**config.mk**
```make
export PLATFORM = sky130hd
export DESIGN_NAME = irs_block_lock_arbiter
export DESIGN_NICKNAME = d
export VERILOG_FILES = /design/src/rtl/irs_block_lock_arbiter.sv
export SDC_FILE = /design/constraint.sdc
export NUM_CORES = 1
export LEC_CHECK = 0
export CORE_ASPECT_RATIO = 0.7
export CORE_UTILIZATION = 30
export DETAILED_ROUTE_END_ITERATION = 10
export SETUP_SLACK_MARGIN = 0.05
export SYNTH_ARGS = -nofsm -noshare
export SYNTH_HDL_FRONTEND = slang
export SYNTH_SLANG_ARGS = --single-unit
```
**constraint.sdc**
```tcl
create_clock -name clk_i -period 3.9 [get_ports clk_i]
set_input_delay 1.17 -clock clk_i [delete_from_list [all_inputs] [get_ports clk_i]]
set_output_delay 1.17 -clock clk_i [all_outputs]
set_load 0.03 [all_outputs]
```
**src/rtl/irs_block_lock_arbiter.sv**
```systemverilog
// irs_block_lock_arbiter
//  Shares the IRS block-manager lock/free port between the event controller,
//  which issues lock pulses, and the readout engine, which issues level free
//  requests. Lock pulses are buffered in a FIFO. Locks win arbitration, but a
//  burst limit of LOCK_BURST consecutive locks guarantees that a pending free
//  is eventually served. The block also keeps a saturating locked-block count
//  and sticky error flags.
//
//  Optional feature, macro LOCK_BITMAP_EN: keeps a 512-entry lock table that
//  flags double locks (err_o[2]) and frees of unlocked blocks (err_o[3]).
//  Without the macro no table is built and err_o[3:2] stay 0.
//
//  LOCK_FIFO_DEPTH must be a power of 2 in 2..32; LOCK_BURST must be >= 1.

module irs_block_lock_arbiter #(
   parameter int unsigned LOCK_FIFO_DEPTH = 8,
   parameter int unsigned LOCK_BURST      = 4
) (
   input  logic       clk_i,
   input  logic       rst_n_i,
   input  logic       lock_req_i,
   input  logic [8:0] lock_block_i,
   input  logic       free_req_i,
   input  logic [8:0] free_block_i,
   output logic       free_ack_o,
   output logic [8:0] mgr_block_o,
   output logic       mgr_lock_o,
   output logic       mgr_free_o,
   input  logic       mgr_ack_i,
   output logic [9:0] locked_count_o,
   input  logic       clr_err_i,
   output logic [3:0] err_o
);

   localparam int unsigned AW         = $clog2(LOCK_FIFO_DEPTH);
   localparam int unsigned BW         = $clog2(LOCK_BURST + 1);
   localparam logic [AW:0]   PTR_ONE   = (AW + 1)'(1);
   localparam logic [BW-1:0] BURST_MAX = BW'(LOCK_BURST);
   localparam logic [9:0]    COUNT_MAX = 10'd512;

   typedef enum logic [1:0] {
      S_IDLE,
      S_LOCK,
      S_FREE
   } state_e;

   state_e        state_q;
   logic [8:0]    mgr_block_q;
   logic          mgr_lock_q;
   logic          mgr_free_q;
   logic          free_ack_q;
   logic [BW-1:0] burst_q;
   logic [9:0]    count_q;
   logic [3:0]    err_q;
   logic [3:0]    err_d;
   logic [3:0]    err_set;

   // Lock FIFO: pointers carry one extra wrap bit to tell full from empty.
   logic [8:0]  fifo_mem_q [LOCK_FIFO_DEPTH];
   logic [AW:0] wr_ptr_q;
   logic [AW:0] rd_ptr_q;
   logic        fifo_empty;
   logic        fifo_full;
   logic        fifo_push;
   logic        fifo_pop;
   logic        fifo_ovf;
   logic [8:0]  fifo_head;

   logic        lock_done;
   logic        free_done;
   logic        free_pend;
   logic        dbl_lock;
   logic        bad_free;

   assign fifo_empty = (wr_ptr_q == rd_ptr_q);
   assign fifo_full  = (wr_ptr_q[AW] != rd_ptr_q[AW]) &&
                       (wr_ptr_q[AW-1:0] == rd_ptr_q[AW-1:0]);
   assign fifo_head  = fifo_mem_q[rd_ptr_q[AW-1:0]];

   // A completed manager handshake; the acked request is the FIFO head.
   assign lock_done = (state_q == S_LOCK) && mgr_ack_i;
   assign free_done = (state_q == S_FREE) && mgr_ack_i;
   assign fifo_pop  = lock_done;

   // A pop frees a slot in the same cycle, so a push into a full FIFO is
   // only dropped when no lock completes in that cycle.
   assign fifo_push = lock_req_i && (!fifo_full || fifo_pop);
   assign fifo_ovf  = lock_req_i && fifo_full && !fifo_pop;

   // The readout engine still holds free_req_i during the free_ack_o cycle;
   // masking it there keeps one request from being served twice.
   assign free_pend = free_req_i && !free_ack_q;

   // FIFO storage write.
   // NOTE: the data array has no reset; emptiness is defined by the pointers
   // alone, so resetting them is enough and the array stays plain storage.
   always_ff @(posedge clk_i) begin
      if (fifo_push) begin
         fifo_mem_q[wr_ptr_q[AW-1:0]] <= lock_block_i;
      end
   end

   // FIFO pointer update; reset discards every buffered lock.
   // NOTE: sequential state is always assigned with <= so every flop samples
   // the pre-edge values of the others, independent of statement order.
   always_ff @(posedge clk_i or negedge rst_n_i) begin
      if (!rst_n_i) begin
         wr_ptr_q <= '0;
         rd_ptr_q <= '0;
      end else begin
         if (fifo_push) wr_ptr_q <= wr_ptr_q + PTR_ONE;
         if (fifo_pop)  rd_ptr_q <= rd_ptr_q + PTR_ONE;
      end
   end

   // Arbitration FSM with registered manager outputs, burst limit and count.
   always_ff @(posedge clk_i or negedge rst_n_i) begin
      if (!rst_n_i) begin
         state_q     <= S_IDLE;
         mgr_block_q <= '0;
         mgr_lock_q  <= 1'b0;
         mgr_free_q  <= 1'b0;
         free_ack_q  <= 1'b0;
         burst_q     <= '0;
         count_q     <= '0;
      end else begin
         free_ack_q <= 1'b0;
         unique case (state_q)
            S_IDLE: begin
               if (!fifo_empty && (!free_pend || (burst_q < BURST_MAX))) begin
                  state_q     <= S_LOCK;
                  mgr_block_q <= fifo_head;
                  mgr_lock_q  <= 1'b1;
               end else if (free_pend) begin
                  state_q     <= S_FREE;
                  mgr_block_q <= free_block_i;
                  mgr_free_q  <= 1'b1;
                  burst_q     <= '0;
               end
            end
            S_LOCK: begin
               if (mgr_ack_i) begin
                  state_q    <= S_IDLE;
                  mgr_lock_q <= 1'b0;
                  if (count_q != COUNT_MAX) count_q <= count_q + 10'd1;
                  if (!free_pend) begin
                     burst_q <= '0;
                  end else if (burst_q != BURST_MAX) begin
                     burst_q <= burst_q + BW'(1);
                  end
               end
            end
            S_FREE: begin
               if (mgr_ack_i) begin
                  state_q    <= S_IDLE;
                  mgr_free_q <= 1'b0;
                  free_ack_q <= 1'b1;
                  if (count_q != 10'd0) count_q <= count_q - 10'd1;
               end
            end
            default: state_q <= S_IDLE;
         endcase
      end
   end

`ifdef LOCK_BITMAP_EN
   logic [511:0] lock_map_q;

   // Lock table: set on a completed lock, cleared on a completed free.
   always_ff @(posedge clk_i or negedge rst_n_i) begin
      if (!rst_n_i) begin
         lock_map_q <= '0;
      end else if (lock_done) begin
         lock_map_q[mgr_block_q] <= 1'b1;
      end else if (free_done) begin
         lock_map_q[mgr_block_q] <= 1'b0;
      end
   end

   assign dbl_lock = lock_done && lock_map_q[mgr_block_q];
   assign bad_free = free_done && !lock_map_q[mgr_block_q];
`else
   assign dbl_lock = 1'b0;
   assign bad_free = 1'b0;
`endif

   // Error events of this cycle; a new event overrides a simultaneous clear.
   // NOTE: every always_comb output gets a default first, so no path can
   // leave it unassigned and infer a latch.
   always_comb begin
      err_set    = '0;
      err_set[0] = fifo_ovf;
      err_set[1] = free_done && (count_q == 10'd0);
      err_set[2] = dbl_lock;
      err_set[3] = bad_free;
      err_d      = (clr_err_i ? 4'b0000 : err_q) | err_set;
   end

   // Sticky error register.
   always_ff @(posedge clk_i or negedge rst_n_i) begin
      if (!rst_n_i) begin
         err_q <= '0;
      end else begin
         err_q <= err_d;
      end
   end

   assign free_ack_o     = free_ack_q;
   assign mgr_block_o    = mgr_block_q;
   assign mgr_lock_o     = mgr_lock_q;
   assign mgr_free_o     = mgr_free_q;
   assign locked_count_o = count_q;
   assign err_o          = err_q;

endmodule

```
==> Word-level counts from Yosys, hierarchy flattened <==
Memories as Yosys holds them, arrays and structs flattened.
Index checks and enable logic that the tools add are counted.
{ "word_totals": {"regBits": 39, "ram_bits": 72, "inputBits": 24, "output_inout_bits": 26, "mem_count": 1} }
{ "memory_table": {"columns": ["name", "depth", "width", "rd", "rd_ports_with_merged_regs", "wr", "line_no", "rtl"], "rows": [
  ["fifo_mem_q", 8, 9, 1, 0, 1, "59", "logic [8:0] fifo_mem_q [LOCK_FIFO_DEPTH];"]
]} }
{ "classes": {"n_addsub": 5, "order_cmp": 1, "n_eq_ne": 17, "mux": 28, "bitwise_logic": 1, "n_reduce_logical": 30} }
{ "op_table": {"columns": ["cell", "n"], "rows": [
  ["$mux W10", 4],
  ["$pmux W10 S2", 1],
  ["$mux W9", 2],
  ["$mux W3", 5],
  ["$add A10 B1 Y10 const B", 1],
  ["$logic_not A10 Y1", 1],
  ["$ne A10 B10 Y1 const B", 1],
  ["$ne A2 B2 Y1 const B", 5],
  ["$reduce_and A5 Y1", 2],
  ["$reduce_bool A10 Y1", 1],
  ["$sub A10 B1 Y10 const B", 1],
  ["$logic_and A1 B1 Y1", 9],
  ["$add A4 B1 Y4 const B", 2],
  ["$mux W1", 8],
  ["$reduce_bool A2 Y1", 4],
  ["$mux W2", 3],
  ["$ne A2 B1 Y1 const B", 3],
  ["$ne A3 B3 Y1 const B", 2],
  ["$pmux W3 S2", 1],
  ["$logic_not A1 Y1", 5],
  ["$eq A4 B4 Y1", 1],
  ["$mux W4", 1],
  ["$or A4 B2 Y4", 1],
  ["$pmux W1 S2", 2],
  ["other kinds (14)", 16]
]} }

==> Depth between registers and ports, before layout <==
Gate-level depths: netlist of the first run.
{ "logic_depth": {"depth_word": 7, "mapped_depth": 12} }

==> Worst setup path before layout of the first run <==
OpenSTA, ideal clock, no wires.
{ "synth_path": {"path_kind": "input -> register", "from": "input port mgr_ack_i", "to": "memory fifo_mem_q[0][0] (enable)", "setup_ns": 0.387, "arrival_ns": 2.716, "slack_ns": 0.797, "path_stages": 7, "cell_sequence": "buf_2 -> nand2_1 -> nand2_1 -> nor4_1 -> nor2b_1 -> nand2b_1 -> nor3_1"} }
{ "synth_between": {"elab_chain_cells": 5} }
{ "synth_lines": {"columns": ["element", "line_no", "rtl"], "rows": [
  ["start: declaration", "29", "input logic mgr_ack_i,"],
  ["$logic_and A1 B1 Y1", "81", "assign lock_done = (state_q == S_LOCK) && mgr_ack_i;"],
  ["$logic_or A1 B1 Y1", "87", "assign fifo_push = lock_req_i && (!fifo_full || fifo_pop);"],
  ["$logic_and A1 B1 Y1", "87", null],
  ["$mux W1", "98", "if (fifo_push) begin"],
  ["$mux W1 (not written as such)", "99", "fifo_mem_q[wr_ptr_q[AW-1:0]] <= lock_block_i;"],
  ["end: declaration", "59", null]
]} }
No other way between the ends.

==> Worst setup path after layout of the first run <==
{ "layout_path": {"from": "input port mgr_ack_i", "to": "memory fifo_mem_q[0][3] (enable)"} }
Same word-level chain as after synthesis.

==> results of run 1 <==
[area by class of cell]
class / count / area [sq um]
fillers: 1558 / 10400
flip-flops and latches: 109 / 3090
multi-input cells: 222 / 1780
repair buffers: 60 / 563
well taps: 225 / 282
clock buffers: 10 / 229
inverters: 13 / 48.8
clock inverters: 6 / 45.0
[metrics by stage]
stage | worst slack [ps] | utilization, %
6_report | 1020 | 36.8
4_1_cts | 1010 | 36.8
3_5_place_dp | 641 | 35.1
2_1_floorplan | 797 | -
5_1_grt | 858 | 36.8
3_3_place_gp | 669 | 35.1
[critical path: cells and delay by family]
| family | cells | cell delay (ps) |
|---|---|---|
| simple gates | 6 | 1070 |
| buf+inv | 2 | 700 |
[state kept, by name, summed over array words and instances (netlist names), 2 cells and up]
| signal | count |
|---|---|
| locked_count_o | 10 |
| rd_ptr_q | 4 |
| fifo_mem_q | 72 |
| state_q | 2 |
| mgr_block_o | 9 |
| err_o | 2 |
| burst_q | 3 |
| wr_ptr_q | 4 |
[Yosys cell counts (all sizes together), types with 2 or more instances]
cell type	n	share of area, %
xor2	14	2.6
mux4	18	8.0
ha	9	2.2
a31oi	5	0.74
edfxtp	72	43
clkbuf	6	0.47
or4	2	0.30
and3	2	0.25
nand2	27	2.0
a21oi	12	1.2
dfrtp	37	18
a22oi	2	0.30
nand2b	6	0.74
o22ai	3	0.37
nor2	24	1.8
nand4	5	0.62
xnor2	9	1.6
o21ai	23	2.4
nor2b	5	0.62
mux2	3	0.67
mux2i	10	2.0
nand3	6	0.59
a211oi	2	0.40
buf	20	2.5
inv	13	0.97
o2bb2ai	2	0.35
nor3	5	0.50
nand3b	2	0.30
nor4	5	1.0
[final timing paths]
| check | startpoint | to | slack (ps) | cells after the start |
|---|---|---|---|---|
| max | mgr_ack_i | fifo_mem_q[0][3] | 1020 | 8 |
| min | mgr_block_o[8] | mgr_block_o[8] | 480 | 2 |
| max reg2reg | state_q[1] | fifo_mem_q[0][3] | 1330 | 9 |
| min reg2reg | mgr_block_o[8] | mgr_block_o[8] | 480 | 2 |
| max in group asynchronous | rst_n_i | mgr_block_o[6] | 2420 | 1 |
| min in group asynchronous | rst_n_i | burst_q[1] | 930 | 1 |
[where the power goes]
part           total (mW)  internal (mW)  switching [mW]
Clock               0.853          0.441           0.412
Sequential           1.80           1.53           0.268
Combinational        1.90          0.819            1.08
Total                4.55           2.79            1.76
[logic make-up (layout without fill, tap and decap cells)]
family / after synthesis / count (layout) / synth area share, %
other: 1 / 2 / 0.0742
buffers and inverters: 39 / 89 / 3.94
AND/OR/NAND/NOR: 92 / 92 / 9.19
multiplexers: 31 / 31 / 10.7
AO/OA/AOI/OAI: 65 / 65 / 8.67
flip-flops: 109 / 109 / 61.1
adder cells (fa/ha/maj): 9 / 9 / 2.23
XOR/XNOR: 23 / 23 / 4.13
[routing by layer]
layer  track usage [%]  up-vias
met2              17.3      124
met5                 0        -
li1                  -     1464
met1              21.9     1565
met4              3.50        0
met3              3.02       12
==> results.toml, run 1 <==
[yosys]
synth_edf_count = 72
ys_types = 60
ys_seq_elements = 109
netlist_area_sq_um = 5050
synthArstFlopShare_pct = 33.9
syn_inst = 369
ys.flop_type = "edfxtp_1"
avgSynthCellArea_sq_um = 13.7
ys_seq_area_share_pct = 61.1
yosys_warnings = 0

[placed_design]
portBuffers = 47
place_hpwl_um = 7990
dpl.cell_count = 629
place.gp.congestion = 0.807
placed_area_sq_um = 5760

[layout]
syn_to_final_growth_pct = 19.4
mostFrequentLayoutCell = "edfxtp_1"
drive_above_1_share_pct = 14.3
finalNetCount = 448
most-common-layout-cells = "72 x edfxtp_1, 46 x clkdlybuf4s50_1, 37 x dfrtp_1, 27 x nand2_1, 24 x nor2_1"
stdcell_count = 645
fin_area_sq_um = 6030
antenna_cells = 0

[run]
drv_cap = 0

[critical_path]
path_cells = "clkdlybuf4s50_1 -> nand2_1 -> nand2_1 -> nor4_1 -> nor2b_1 -> nand2b_1 -> nor3_1 -> buf_4"
crit_slowest_cell = "clkdlybuf4s50_1"
end_kind = "flip-flop"
critPathMaxFanout = 9
crit_type = "input pin to flip-flop"
cp.required_ps = 3950
path_common_cell = "nand2_1"
slowest_delay_ps = 490
start_kind = "input pin"
arrival_ps = 2930

[cts]
ctsResizeCount = 0
cts.sinks = 109
cts_tree = "built"
clk_latency_ps = 350
cts-hold-fix-buffers = 0
cts_made_buffers = 9
post-cts-setup-buffers = 0
clkTransAtPathRegs_ps = 70
clock_path_buffers = 2
htreeDepth = 3
root_buffer = "clkbuf_16"

[timing]
setup_tns_ps = 0
skew_ps = 8.38
slew_viol_final = 0
period_needed_ps = 2880
slew_headroom_pct = 42.6
tightestPinTransition_ps = 861
setup_violations = 0
rsz0062_at_grt = "false"
min_period_over_period_pct = 73.8
holdWs_ps = 479
clock.fmax_ghz = 0.348
hold_violations = 0

[run_status]
status = "complete, no violations"

[die]
fp.dieW_um = 157
num_rows = 39
core_area_sq_um = 16400
dieArea_sq_um = 17400
die-height_um = 111
start_util_pct = 30.8
io-pin-count = 50

[global_routing]
antenna_found_initial = 0
grtUsageTotal_pct = 13.4
grt-ovfl-total = 0
grt_pass1_wl_um = 17400
grt_max_degree = 38
grt_pass1_vias = 2985

[detailed_routing]
top_layer_used = "met4"
dr_wl_met2_um = 4500
drc = 0
vias_per_cell = 4.91
vias = 3165
drt_wl_total_um = 11100
dr.pass1.iters = 5
wl_met1_um = 5740
drtIter0Drc = 316
avgRoutedWirePerCell_um = 17.2
dr_wl_met3_um = 731
ant_nets = 0

[worst_hold_path]
min_path_type = "flip-flop to flip-flop"

[power]
leakagePower_nw = 2.15
p_per_area_nw_per_um2 = 755
p_total_mw = 4.55
irDropWorstVdd_uv = 369
No activity file was read; power rests on OpenSTA's default activity.
==> run 2: changes to the inputs <==
==> constraint.sdc (replaced) <==
create_clock -name clk_i -period 2.7 [get_ports clk_i]
set_input_delay 0.81 -clock clk_i [delete_from_list [all_inputs] [get_ports clk_i]]
set_output_delay 0.81 -clock clk_i [all_outputs]
set_load 0.03 [all_outputs]
==> run 2 against run 1 <==
Net effect:
- hold slack better by 6.9 ps
- final cell count up 1.4%
- die area unchanged
- via count up 0.44%
- clock power up 52%
- worst setup slack worse by 830 ps
- sequential share of layout area down 0.77 points
- critical endpoint is now locked_count_o[3]
==> results.toml, run 2 (synthesized netlist as in run 1, its figures left out) <==
[timing]
slew_viol_final = 0
period_needed_ps = 2510
skew_ps = 17.7
rsz0062_at_grt = "false"
slew_headroom_pct = 42.4
clock.fmax_ghz = 0.399
fin_ws_ps = 193
setup_violations = 0
tightestPinTransition_ps = 864
hold_violations = 0
holdWs_ps = 486
min_period_over_period_pct = 92.8

[die]
io-pin-count = 50
num_rows = 39
dieArea_sq_um = 17400
fp.dieW_um = 157
core_area_sq_um = 16400
start_util_pct = 30.8
die-height_um = 111

[cts]
clk_latency_ps = 360
cts_tree = "built"
cts-hold-fix-buffers = 0
ctsResizeCount = 0
htreeDepth = 3
cts_made_buffers = 9
cts.sinks = 109
clkTransAtPathRegs_ps = 80
post-cts-setup-buffers = 0
root_buffer = "clkbuf_16"
clock_path_buffers = 2

[critical_path]
arrival_ps = 1700
cp.buffers_inverters = 1
crit_type = "flip-flop to output port"
path_delay_family = "buffers and inverters"
critPathMaxFanout = 10
end_kind = "output port"
start_kind = "flip-flop"
cp.required_ps = 1890
slowest_delay_ps = 750
path_cells = "clkdlybuf4s50_1"
crit_slowest_cell = "clkdlybuf4s50_1"

[detailed_routing]
drtIter0Drc = 285
drt_wl_total_um = 11600
dr.pass1.iters = 4
vias_per_cell = 4.86
drc = 0
avgRoutedWirePerCell_um = 17.8
vias = 3179
ant_nets = 0

[layout]
finalNetCount = 457
most-common-layout-cells = "72 x edfxtp_1, 46 x clkdlybuf4s50_1, 37 x dfrtp_1, 27 x nand2_1, 24 x nor2_1"
antenna_cells = 0
syn_to_final_growth_pct = 21.2
stdcell_count = 654
mostFrequentLayoutCell = "edfxtp_1"
drive_above_1_share_pct = 17.0
largest_reg_flops = 72

[global_routing]
grt_max_degree = 38
grt_pass1_wl_um = 18400
grt_pass1_vias = 3121
antenna_found_initial = 0
grt-ovfl-total = 0
grtUsageTotal_pct = 14.2

[power]
p_per_area_nw_per_um2 = 1100
irDropWorstVdd_uv = 494
p_comb_share_pct = 41.7
intPower_mw = 4.11
leakagePower_nw = 2.20
p_seq_share_pct = 39.0
power_switching_mw = 2.62
switching_share_pct = 38.9
power_frac_clock_pct = 19.3

[placed_design]
place_hpwl_um = 8400
portBuffers = 47
place.gp.congestion = 0.828
dp_slack_ps = -1.93
dpl.cell_count = 638

[run_status]
status = "complete, no violations"

[worst_hold_path]
min_path_type = "flip-flop to flip-flop"

[run]
drv_cap = 0
-- run 2: area by class of cell --
class                   count  area, sq um
repair buffers             69          631
well taps                 225          282
multi-input cells         222         1790
fillers                  1587        10300
flip-flops and latches    109         3090
clock inverters             6         50.0
inverters                  13         48.8
clock buffers              10          239
-- run 2: through the flow --
stage | instance area [sq um] | TNS (ps) | util [%] | total power, mW
after floorplan | 5070 | 0 | - | 4.58
after global placement | 5840 | 0 | 35.6 | 5.42
after detailed placement | 5840 | -15.3 | 35.6 | 5.49
after CTS | 6130 | 0 | 37.4 | 6.80
after global routing | 6130 | 0 | 37.4 | 7.15
final | 6130 | 0 | 37.4 | 6.73
-- run 2: path summary, 6_finish.rpt --
path	startpoint	end	slack (ps)	cells past startpoint
hold reg to reg	mgr_block_o[0]	mgr_block_o[0]	490	2
max in group asynchronous	rst_n_i	err_o[1]	1590	1
min in group asynchronous	rst_n_i	mgr_block_o[2]	550	1
setup reg to reg	state_q[0]	locked_count_o[6]	230	10
setup / recovery	locked_count_o[3]	locked_count_o[3]	190	1
hold / removal	mgr_block_o[0]	mgr_block_o[0]	490	2
-- run 2: layer usage --
| metal | track usage, % | vias to the layer above | share of wire [%] |
|---|---|---|---|
| met3 | 2.75 | 9 | 4.8 |
| met1 | 23.2 | 1608 | 53 |
| met2 | 18.9 | 79 | 41 |
| li1 | - | 1483 | - |
| met4 | 3.37 | 0 | 0.69 |
| met5 | 0 | - | 0 |
-- run 2: power by group through the flow --
stage | Sequential [mW] | Combinational [mW] | Clock, mW
2_1_floorplan | 2.74 | 1.84 | 0
3_3_place_gp | 2.64 | 2.78 | 0
3_5_place_dp | 2.66 | 2.83 | 0
4_1_cts | 2.63 | 2.84 | 1.33
5_1_grt | 2.68 | 3.07 | 1.39
6_report | 2.63 | 2.81 | 1.30
==> run 3: changes to the inputs <==
--- a/config.mk
+++ b/config.mk
@@ -5,7 +5,6 @@
 export SDC_FILE = /design/constraint.sdc
 export NUM_CORES = 1
 export LEC_CHECK = 0
-export CORE_ASPECT_RATIO = 0.7
 export CORE_UTILIZATION = 30
 export DETAILED_ROUTE_END_ITERATION = 10
 export SETUP_SLACK_MARGIN = 0.05
==> run 3 against run 2 <==
Net effect:
- routed wire length fell by 14%
- die area barely moved
- worst setup slack got worse by 8.0 ps
- critical path depth did not move
- final cell count fell by 0.76%
- power barely moved
- design area rose by 0.55%
- sequential share of layout area fell by 0.28 points
- global-route usage fell by 1.7 points
- clock power rose by 6%
- maximum frequency fell by 0.32%
- clock skew fell by 9.5 ps
- critical path type unchanged
- critical endpoint is now locked_count_o[4]
==> results.toml, run 3 (synthesized netlist as in run 1, its figures left out) <==
[run_status]
status = "complete, no violations"

[timing]
tightestPinTransition_ps = 849
skew_ps = 8.17
rsz0062_at_grt = "false"
slew_viol_final = 0
clock.fmax_ghz = 0.398
slew_headroom_pct = 43.4
setup_violations = 0
min_period_over_period_pct = 93.1
setup_tns_ps = 0
hold_violations = 0
period_needed_ps = 2510

[global_routing]
grtUsageTotal_pct = 12.5
grt_pass1_wl_um = 16700
grt-ovfl-total = 0
antenna_found_initial = 0
grt_pass1_vias = 3148
grt_max_degree = 38

[placed_design]
portBuffers = 47
place_hpwl_um = 7290
place.gp.congestion = 0.793

[layout]
most-common-layout-cells = "72 x edfxtp_1, 46 x clkdlybuf4s50_1, 37 x dfrtp_1, 27 x nand2_1, 24 x nor2_1"
mostFrequentLayoutCell = "edfxtp_1"
finalNetCount = 457
syn_to_final_growth_pct = 21.9
antenna_cells = 0
drive_above_1_share_pct = 17.0
largest_reg_flops = 72

[run]
drv_cap = 0

[worst_hold_path]
holdPathEnd = "mgr_block_o[2]"
min-delay-start = "mgr_block_o[2]"
hold_path_depth = 2
min_path_type = "flip-flop to flip-flop"

[critical_path]
crit_type = "flip-flop to output port"
r2r_cells = 10
ff2ff_setup_slack_ps = 260
arrival_ps = 1700
cp.required_ps = 1890
rr_startpoint = "state_q[0]"
reg2reg_to = "locked_count_o[6]"
end_kind = "output port"
critPathMaxFanout = 11
cp.buffers_inverters = 1
path_delay_family = "buffers and inverters"
slowest_delay_ps = 750
path_cells = "clkdlybuf4s50_1"
start_kind = "flip-flop"
crit_slowest_cell = "clkdlybuf4s50_1"

[detailed_routing]
dr.pass1.iters = 4
vias = 3116
drc = 0
vias_per_cell = 4.80
drt_wl_total_um = 10000
ant_nets = 0
avgRoutedWirePerCell_um = 15.4
drtIter0Drc = 227

[cts]
clkTransAtPathRegs_ps = 70
root_buffer = "clkbuf_16"
clock_path_buffers = 2
ctsResizeCount = 0
cts.sinks = 109
cts_tree = "built"
clk_latency_ps = 350
htreeDepth = 3
cts-hold-fix-buffers = 0
post-cts-setup-buffers = 0
cts_made_buffers = 9

[power]
power_switching_mw = 2.54
p_per_area_nw_per_um2 = 1090
p_total_mw = 6.74
power_frac_clock_pct = 20.5
switching_share_pct = 37.6
intPower_mw = 4.20
irDropWorstVdd_uv = 435
leakagePower_nw = 2.22
p_comb_share_pct = 41.2
p_seq_share_pct = 38.3

[die]
core_area_sq_um = 16500
num_rows = 47
start_util_pct = 30.6
die-height_um = 132
dieArea_sq_um = 17400
fp.dieW_um = 132
io-pin-count = 50
run 3: changes by cell type in the layout (fill, tap and decap cells not counted), sizes merged:
cell and delta:
bufinv +1, clkinv +2, inv -3
run 3: how the worst max path moves through the flow:
stage	start	endpoint	slack, ps	cells past startpoint
finish	locked_count_o[4]	locked_count_o[4]	190	1
global placement	mgr_ack_i	fifo_mem_q[0][5]	90	8
CTS	locked_count_o[4]	locked_count_o[4]	180	1
floorplan	state_q[0]	locked_count_o[6]	90	12
global route	state_q[0]	locked_count_o[6]	60	10
detailed placement	mgr_ack_i	fifo_mem_q[0][5]	60	8
run 3: per-layer routing:
| layer | global-route usage, % | vias up | part of all wire, % |
|---|---|---|---|
| li1 | - | 1481 | - |
| met1 | 16.2 | 1556 | 46 |
| met2 | 20.0 | 69 | 48 |
| met3 | 2.81 | 10 | 4.0 |
| met4 | 6.01 | 0 | 1.6 |
| met5 | 0 | - | 0 |
run 3: stage by stage:
step           instances  hold slack [ps]  utilization (%)  area, sq um  setup WS, ps
6_report             649              488             37.3         6160           185
5_1_grt              649              521             37.3         6160          57.8
4_1_cts              649              495             37.3         6160           182
3_5_place_dp         633              480             35.4         5840          58.2
3_3_place_gp         633              470             35.4         5840          90.8
2_1_floorplan        370              460                -         5070          92.6
run 3: cell type report:
type / instances / area (sq um)
clock buffer: 10 / 239
clock inverter: 6 / 77.6
fill: 1544 / 10400
inverter: 13 / 48.8
multi-input combinational: 222 / 1790
sequential: 109 / 3090
tap: 220 / 275
timing repair buffer: 69 / 643
run 3: power by group through the flow:
stage	registers (mW)	clock network [mW]	logic, mW
2_1_floorplan	2.74	0	1.84
3_3_place_gp	2.60	0	2.76
3_5_place_dp	2.63	0	2.81
4_1_cts	2.59	1.43	2.83
5_1_grt	2.64	1.49	3.06
6_report	2.58	1.38	2.78
